## src/rtl/trigger_sequencer.sv

```systemverilog
// Purpose: arm, detect a falling crossing below trig_level, capture DEPTH samples, drain them over valid/ready.
// Latency: the first sample reaches tx_data DEPTH+1 cycles after the trigger, then one sample per accepted cycle.
// Backpressure: tx_ready low holds tx_data/tx_last; capture never stalls because the record lands in the buffer first.
module trigger_sequencer #(
    parameter int DATA_W  = 14,
    parameter int DEPTH   = 256,
    parameter int HOLDOFF = 1024
) (
    input  logic              clk,
    input  logic              reset,
    input  logic [DATA_W-1:0] adc_in,
    input  logic [DATA_W-1:0] trig_level,
    input  logic              arm,
    input  logic              auto_rearm,
    input  logic              abort,
    output logic [DATA_W-1:0] tx_data,
    output logic              tx_valid,
    input  logic              tx_ready,
    output logic              tx_last,
    output logic              armed,
    output logic              busy,
    output logic [15:0]       trig_count
);
    localparam int AW   = $clog2(DEPTH);
    localparam int HO_W = (HOLDOFF > 1) ? $clog2(HOLDOFF) : 1;
    localparam logic [AW-1:0]   LAST_IDX = AW'(DEPTH - 1);
    localparam logic [HO_W-1:0] HO_LAST  = HO_W'((HOLDOFF > 0) ? HOLDOFF - 1 : 0);

    typedef enum logic [2:0] {
        S_IDLE,
        S_ARMED,
        S_CAPTURE,
        S_READOUT,
        S_HOLDOFF
    } state_t;

    state_t            state;
    state_t            state_nxt;
    logic [DATA_W-1:0] mem [DEPTH];
    logic [DATA_W-1:0] prev;
    logic              prev_valid;
    logic [AW-1:0]     wr_idx;
    logic [AW-1:0]     rd_idx;
    logic              rd_done;
    logic [HO_W-1:0]   ho_cnt;
    logic              trig;
    logic              wr_en;
    logic [AW-1:0]     wr_addr;
    logic              rd_load;
    logic              last_xfer;

    assign trig      = (state == S_ARMED) && prev_valid && (prev >= trig_level) && (adc_in < trig_level);
    assign wr_en     = trig || (state == S_CAPTURE);
    assign wr_addr   = (state == S_CAPTURE) ? wr_idx : '0;
    // The output register doubles as the RAM read register, so a new read is issued whenever it is empty or being drained.
    assign rd_load   = (state == S_READOUT) && !rd_done && (!tx_valid || tx_ready);
    assign last_xfer = tx_valid && tx_ready && tx_last;

    always_comb begin
        state_nxt = state;
        if (abort) begin
            state_nxt = S_IDLE;
        end else begin
            case (state)
                S_IDLE:    if (arm) state_nxt = S_ARMED;
                S_ARMED:   if (trig) state_nxt = S_CAPTURE;
                S_CAPTURE: if (wr_idx == LAST_IDX) state_nxt = S_READOUT;
                S_READOUT: begin
                    if (last_xfer) begin
                        if (HOLDOFF == 0) state_nxt = auto_rearm ? S_ARMED : S_IDLE;
                        else              state_nxt = S_HOLDOFF;
                    end
                end
                S_HOLDOFF: if (ho_cnt == HO_LAST) state_nxt = auto_rearm ? S_ARMED : S_IDLE;
                default:   state_nxt = S_IDLE;
            endcase
        end
    end

    always_ff @(posedge clk) begin
        if (wr_en) mem[wr_addr] <= adc_in;
    end

    always_ff @(posedge clk or posedge reset) begin
        if (reset) begin
            state      <= S_IDLE;
            armed      <= 1'b0;
            busy       <= 1'b0;
            prev       <= '0;
            prev_valid <= 1'b0;
            trig_count <= '0;
            wr_idx     <= '0;
            rd_idx     <= '0;
            rd_done    <= 1'b0;
            ho_cnt     <= '0;
            tx_data    <= '0;
            tx_valid   <= 1'b0;
            tx_last    <= 1'b0;
        end else begin
            state      <= state_nxt;
            armed      <= (state_nxt == S_ARMED);
            busy       <= (state_nxt == S_CAPTURE) || (state_nxt == S_READOUT) || (state_nxt == S_HOLDOFF);
            prev       <= adc_in;
            // Valid only from the second consecutive armed cycle, so every (re-)arm needs a fresh above-level sample.
            prev_valid <= (state == S_ARMED);

            if (trig && !abort) begin
                trig_count <= trig_count + 16'd1;
                wr_idx     <= AW'(1);
                rd_idx     <= '0;
                rd_done    <= 1'b0;
            end else if (state == S_CAPTURE && wr_idx != LAST_IDX) begin
                wr_idx <= wr_idx + AW'(1);
            end

            if (state != S_HOLDOFF)      ho_cnt <= '0;
            else if (ho_cnt != HO_LAST)  ho_cnt <= ho_cnt + HO_W'(1);

            if (abort) begin
                tx_valid <= 1'b0;
                tx_last  <= 1'b0;
            end else if (rd_load) begin
                tx_data  <= mem[rd_idx];
                tx_valid <= 1'b1;
                tx_last  <= (rd_idx == LAST_IDX);
                if (rd_idx == LAST_IDX) rd_done <= 1'b1;
                else                    rd_idx  <= rd_idx + AW'(1);
            end else if (tx_valid && tx_ready) begin
                tx_valid <= 1'b0;
                tx_last  <= 1'b0;
            end
        end
    end
endmodule

```

## config.mk

```make
export PLATFORM = sky130hd
export DESIGN_NAME = trigger_sequencer
export DESIGN_NICKNAME = d
export VERILOG_FILES = /design/src/rtl/trigger_sequencer.sv
export SDC_FILE = /design/constraint.sdc
export NUM_CORES = 2
export LEC_CHECK = 0
export ABC_AREA = 0
export CAP_MARGIN = 0
export CORE_ASPECT_RATIO = 0.8
export CORE_UTILIZATION = 44
export DETAILED_ROUTE_END_ITERATION = 8
export SYNTH_ARGS = -nofsm -noshare
export SYNTH_HDL_FRONTEND = slang
export SYNTH_SLANG_ARGS = --single-unit
```

## constraint.sdc

```tcl
create_clock -name clk -period 3.3 [get_ports clk]
set_input_delay 0.33 -clock clk [delete_from_list [all_inputs] [get_ports clk]]
set_output_delay 0.33 -clock clk [all_outputs]
set_load 0.1 [all_outputs]
```

# Yosys cells after proc, flatten, opt, wreduce, memory -nomap -nowiden

Memories as Yosys holds them, arrays and structs flattened. A register that Yosys moved wholly into a read port is not among the register bits.
Cells that the tools add are included.

Memories kept: 1
Bits in writable memories: 3,584
Flip-flop bits (word level): 65
Logic and storage cells: 83

Memories:

| memory | words | bits a word | rd ports | clocked after memory_dff | write ports | RTL line | source |
|---|---|---|---|---|---|---|---|
| mem    | 256   | 14          | 1        | 1                        | 1           | 39       | `logic [DATA_W-1:0] mem [DEPTH];` |

Eq/ne operators: 14
Order comparisons: 2
$add $sub $neg: 4
Mux-type cells: 28
Reductions and logical operators: 21
Bitwise operators: 1

Operators by type and width:

| cell                                                            | count |
|---|---|
| 8-bit two-way mux                                               | 7 |
| 10-bit two-way mux                                              | 2 |
| 3-bit two-way mux                                               | 6 |
| 16-bit by 1-bit adder with 16-bit output, second input constant | 1 |
| 8-bit by 1-bit adder with 8-bit output, second input constant   | 2 |
| 8-bit == test, second input constant                            | 2 |
| 3-bit one-hot mux with 5 select lines                           | 1 |
| 14-bit greater-or-equal comparator                              | 1 |
| 14-bit < comparator                                             | 1 |
| 3-bit by 2-bit == test with 1-bit output, second input constant | 4 |
| 1-bit two-way mux                                               | 12 |
| 10-bit by 1-bit adder with 10-bit output, second input constant | 1 |
| 10-bit == test, second input constant                           | 1 |
| 10-bit != test, second input constant                           | 1 |
| 1-bit logical AND                                               | 9 |
| 8-bit != test, second input constant                            | 1 |
| 3-bit by 1-bit == test with 1-bit output, second input constant | 2 |
| 3-bit == test, second input constant                            | 2 |
| 1-bit logical OR                                                | 4 |
| 2-bit nonzero test                                              | 2 |
| 1-bit logical NOT                                               | 3 |
| 3-bit logical NOT                                               | 1 |
| 3-bit != test, second input constant                            | 1 |
| 3-bit nonzero test                                              | 1 |
| 2 further kinds                                                 | 2 |

# Logic depth before layout (Yosys ltp)

Depth after elaboration: 10
Depth in mapped cells: 13
Mapped depth without buffers: 9

# Least setup slack after synthesis

No wires, ideal clock.

Path kind: input port to flip-flop
Start point: in trig_level[7]
End point: mem mem[128][0], enable pin
Arrival: 2.736 ns
Buffers on the path: 2
Path slack: 0.179 ns
Stages: 11
Cells stage by stage: inv_1 -> ha_1 -> a21o_1 -> a21o_1 -> a21oi_1 -> o2111a_1 -> o41a_1 -> clkbuf_1 -> a22oi_1 -> clkbuf_1 -> nor2_1

Cells in the longest elaborated chain, start to end: 6
Elaborated cells between the ends (all ways): 7

RTL lines:

| what                                      | RTL line | source |
|---|---|---|
| start, declared                           | 12       | `input logic [DATA_W-1:0] trig_level,` |
| 14-bit greater-or-equal comparator        | 52       | `assign trig = (state == S_ARMED) && prev_valid && (prev >= trig_level) && (adc_in < trig_level);` |
| 1-bit logical AND                         | 52       |  |
| 1-bit logical AND *                       | 52       |  |
| 1-bit logical OR *                        | 53       | `assign wr_en = trig \|\| (state == S_CAPTURE);` |
| 1-bit two-way mux *                       | 81       | `if (wr_en) mem[wr_addr] <= adc_in;` |
| 1-bit two-way mux (implied by the code) * | 81       |  |
| end, declared                             | 39       |  |

Every way passes the cells marked *; elsewhere a longest branch is shown, timed or not.

==> flow_summary_export.csv <==
group,metric,value,unit
status,status,"finished, violations left",
status,violations,"negative setup slack",
die,io_pins,68,
logic_synthesis,syn-cell-area,142300,sq um
logic_synthesis,synthTopCellsByArea,"edfxtp_1 (76%), mux4_2 (12%), mux2i_1 (2.7%)",
logic_synthesis,synth_nets,6868,
placed_design,io_buffers,67,
detailed_routing,route.vias.total,77580,
global_route,grt_pass1_wl,602000,microns
cells_and_area,mostFrequentLayoutCell,"edfxtp_1",
cells_and_area,multiInputGateArea,30840,sq um
worst_setup_path,cp_data_required_time,4.16,ns
flow_run,maxCapViolations,0,
logic_synthesis,postSynthCellCount,6803,
cts,clock_latency,0.93,ns
logic_synthesis,yosys.area.top_type,"edfxtp_1",
placed_design,place.gp.congestion,0.9595,
worst_setup_path,cp_max_fo,35,
pwr,leakagePower,53.88,nW
logic_synthesis,async_reset_ff_share,2.157,%
die,dieArea,325700,sq um
sta,slew_viol_final,0,
cells_and_area,design_area,168900,sq um
logic_synthesis,ys_types,79,
sta,setup_slack,-0.1201,ns
placed_design,place_area,156200,sq um
cells_and_area,seq_area,109600,sq um
pwr,p_per_area,686.7,nW/um^2
cts,cts_made_buffers,353,
logic_synthesis,synthAdderAreaFrac,0.2726,%
global_route,grt_pass1_vias,74910,
sta,rsz0062_at_grt,"yes",
logic_synthesis,synthSimpleGateAreaFrac,2.205,%
die,rows,186,
logic_synthesis,synth_xor_area_share,0.1785,%
sta,finalHoldViolCount,0,
sta,worst_hold_slack,0.08036,ns
logic_synthesis,yosys_register_bits,3663,
logic_synthesis,synth_top_family_by_area,"multiplexers",
logic_synthesis,ys_warn_count,0,
die,die_y,510.6,microns
logic_synthesis,synth_mux_area_share,14.78,%
cells_and_area,syn_to_final_growth,18.68,%
logic_synthesis,synth_compound_area_share,3.821,%
placed_design,placedCellCount,11870,
sta,slew_headroom,25.64,%
worst_setup_path,worstSetupPathType,"reg2reg",
sta,final.min_clock_period,3.420,ns
pwr,ir_worst_vdd,0.0005155,V
logic_synthesis,syn_area_per_cell,20.92,sq um
sta,setup-violations-final,9,
worst_setup_path,endpoint_kind,"flop",
global_route,gr-total-overflow,0,
detailed_routing,ant_nets,0,
detailed_routing,routed_wl,437100,microns
cells_and_area,utilization,52.54,%
cells_and_area,n_fill_cell,24900,
detailed_routing,via_per_inst,6.159,
logic_synthesis,ys.flop_type,"edfxtp_1",
sta,setup_tns,-0.4142,ns
detailed_routing,drtPass1Iterations,6,
die,start_util,44.27,%
cts,cts_num_sinks,3663,
global_route,grt_util_all_layers,26.41,%
die,die_w,637.8,microns
cells_and_area,drive_gt1_share,31.02,%
sta,max_clock_freq,0.2924,GHz
cts,htreeDepth,5,
detailed_routing,wl_per_cell,34.70,microns
logic_synthesis,synth_edf_count,3584,
detailed_routing,drcViolationCount,0,
pwr,finalPower,116.0,mW
cells_and_area,finalNonFillerCells,12600,
detailed_routing,drt-initial-drc-count,11950,
die,coreArea,321400,sq um
cells_and_area,nets,8043,
cells_and_area,layout_common_cells,"edfxtp_1 (3584), buf_4 (975), mux4_2 (741), mux2i_1 (382), clkbuf_16 (364)",
cts,cts_buffer_depth,4,
logic_synthesis,yosysTopAreaCellShare,75.64,%
placed_design,post-dp-hpwl,284400,microns
sta,worst_pin_slew,1.115,ns
global_route,antenna_found_initial,21,
cts,cts_root_buf,"clkbuf_16",
worst_hold_path,hold_path.class,"in2reg",
worst_setup_path,critPathLaunchType,"flop",
cts,clkTransAtPathRegs,0.07,ns
logic_synthesis,synth_seq_area_share,77.03,%
sta,period_share,103.6,%
global_route,grt_max_degree,160,
placed_design,dp_slack,-0.5935,ns
cts,cts_tree,"built",
sta,skew,0.05767,ns
worst_setup_path,arrival,4.28,ns
## sequential cells by signal (all words and copies together) (netlist names)
signal,cells
armed,1
wr_idx,8
state,3
tx_valid,1
mem,3584
rd_idx,8
prev,14
ho_cnt,10
busy,1
tx_last,1
prev_valid,1
trig_count,16
rd_done,1
tx_data,14
## logic make-up after synthesis
| family | Yosys count |
|---|---|
| DFF | 3663 |
| AOI/OAI and AO/OA | 764 |
| adders and majority gates | 31 |
| buffers and inverters | 428 |
| xor gates and xnor gates | 29 |
| muxes | 1170 |
| and+or+nand+nor | 718 |
## where the power goes
group	internal (mW)	total (mW)	leakage, nW	switching (mW)
clock	22.6	40.0	5.45	17.4
sequential	51.2	51.5	33.2	0.298
combinational	9.94	24.5	15.2	14.6
## timing repair
action,in CTS,in global routing
pin swaps,8,4
setup buffers,28,24
setup endpoints to repair,14,126
gates resized for setup,73,74
hold endpoints to repair,84,0
hold buffers,14,0
gates cloned,3,4
## area by class of cell
type / instances / share of cell area [%]
diodes: 7 / 0.01037
clock buffers: 444 / 5.527
clock inverters: 198 / 1.090
inverters: 26 / 0.06965
multi-input cells: 2712 / 18.26
flip-flops and latches: 3663 / 64.92
well taps: 4324 / 3.204
repair buffers: 1222 / 6.917
## cell usage after synthesis, types with 22 or more instances
cell	instances
a211oi_1	37
a21oi_1	148
a221oi_1	70
a22o_1	22
a22oi_1	95
buf_2	140
buf_4	43
buf_6	40
clkbuf_1	146
dfrtp_1	79
edfxtp_1	3584
ha_1	31
inv_1	25
mux2_2	42
mux2i_1	387
mux4_2	741
nand2_1	174
nand3_1	42
nor2_1	348
nor3_1	29
o21ai_0	81
o221ai_1	71
o22ai_1	69
## worst max-delay path, cell delays in order (launching register included)
cell,delay [ns]
dfrtp_4,0.69
buf_4,0.25
and2_4,0.37
buf_12,0.36
a22oi_1,0.17
buf_4,0.19
a21oi_1,0.32
o221a_4,0.37
o31a_1,0.33
a221o_1,0.19
## final timing paths
| kind | from | end | slack, ns | cells past startpoint |
|---|---|---|---|---|
| worst min-delay path | adc_in[13] | prev[13]$_DFF_PP0_ | 0.08 | 2 |
| worst max-delay path | rd_idx[3]$_DFF_PP0_ | tx_data[11]$_DFFE_PP0P_ | -0.12 | 9 |
| min in group asynchronous | reset | ho_cnt[8]$_DFFE_PP0P_ | 0.55 | 3 |
| worst min register to register | trig_count[15]$_DFFE_PP0P_ | trig_count[15]$_DFFE_PP0P_ | 0.48 | 1 |
| max in group asynchronous | reset | rd_idx[0]$_DFF_PP0_ | 1.99 | 3 |
| worst max register to register | rd_idx[3]$_DFF_PP0_ | tx_data[11]$_DFFE_PP0P_ | -0.12 | 9 |
## metal layers
layer | routed length [microns] | up-vias | track usage (%)
li1 | - | 30840 | -
met1 | 180800 | 41250 | 40.66
met2 | 185100 | 4837 | 37.00
met3 | 59010 | 617 | 7.478
met4 | 12000 | 26 | 6.584
met5 | 181 | - | 0
Note: power is estimated with default switching activity, not from simulation.
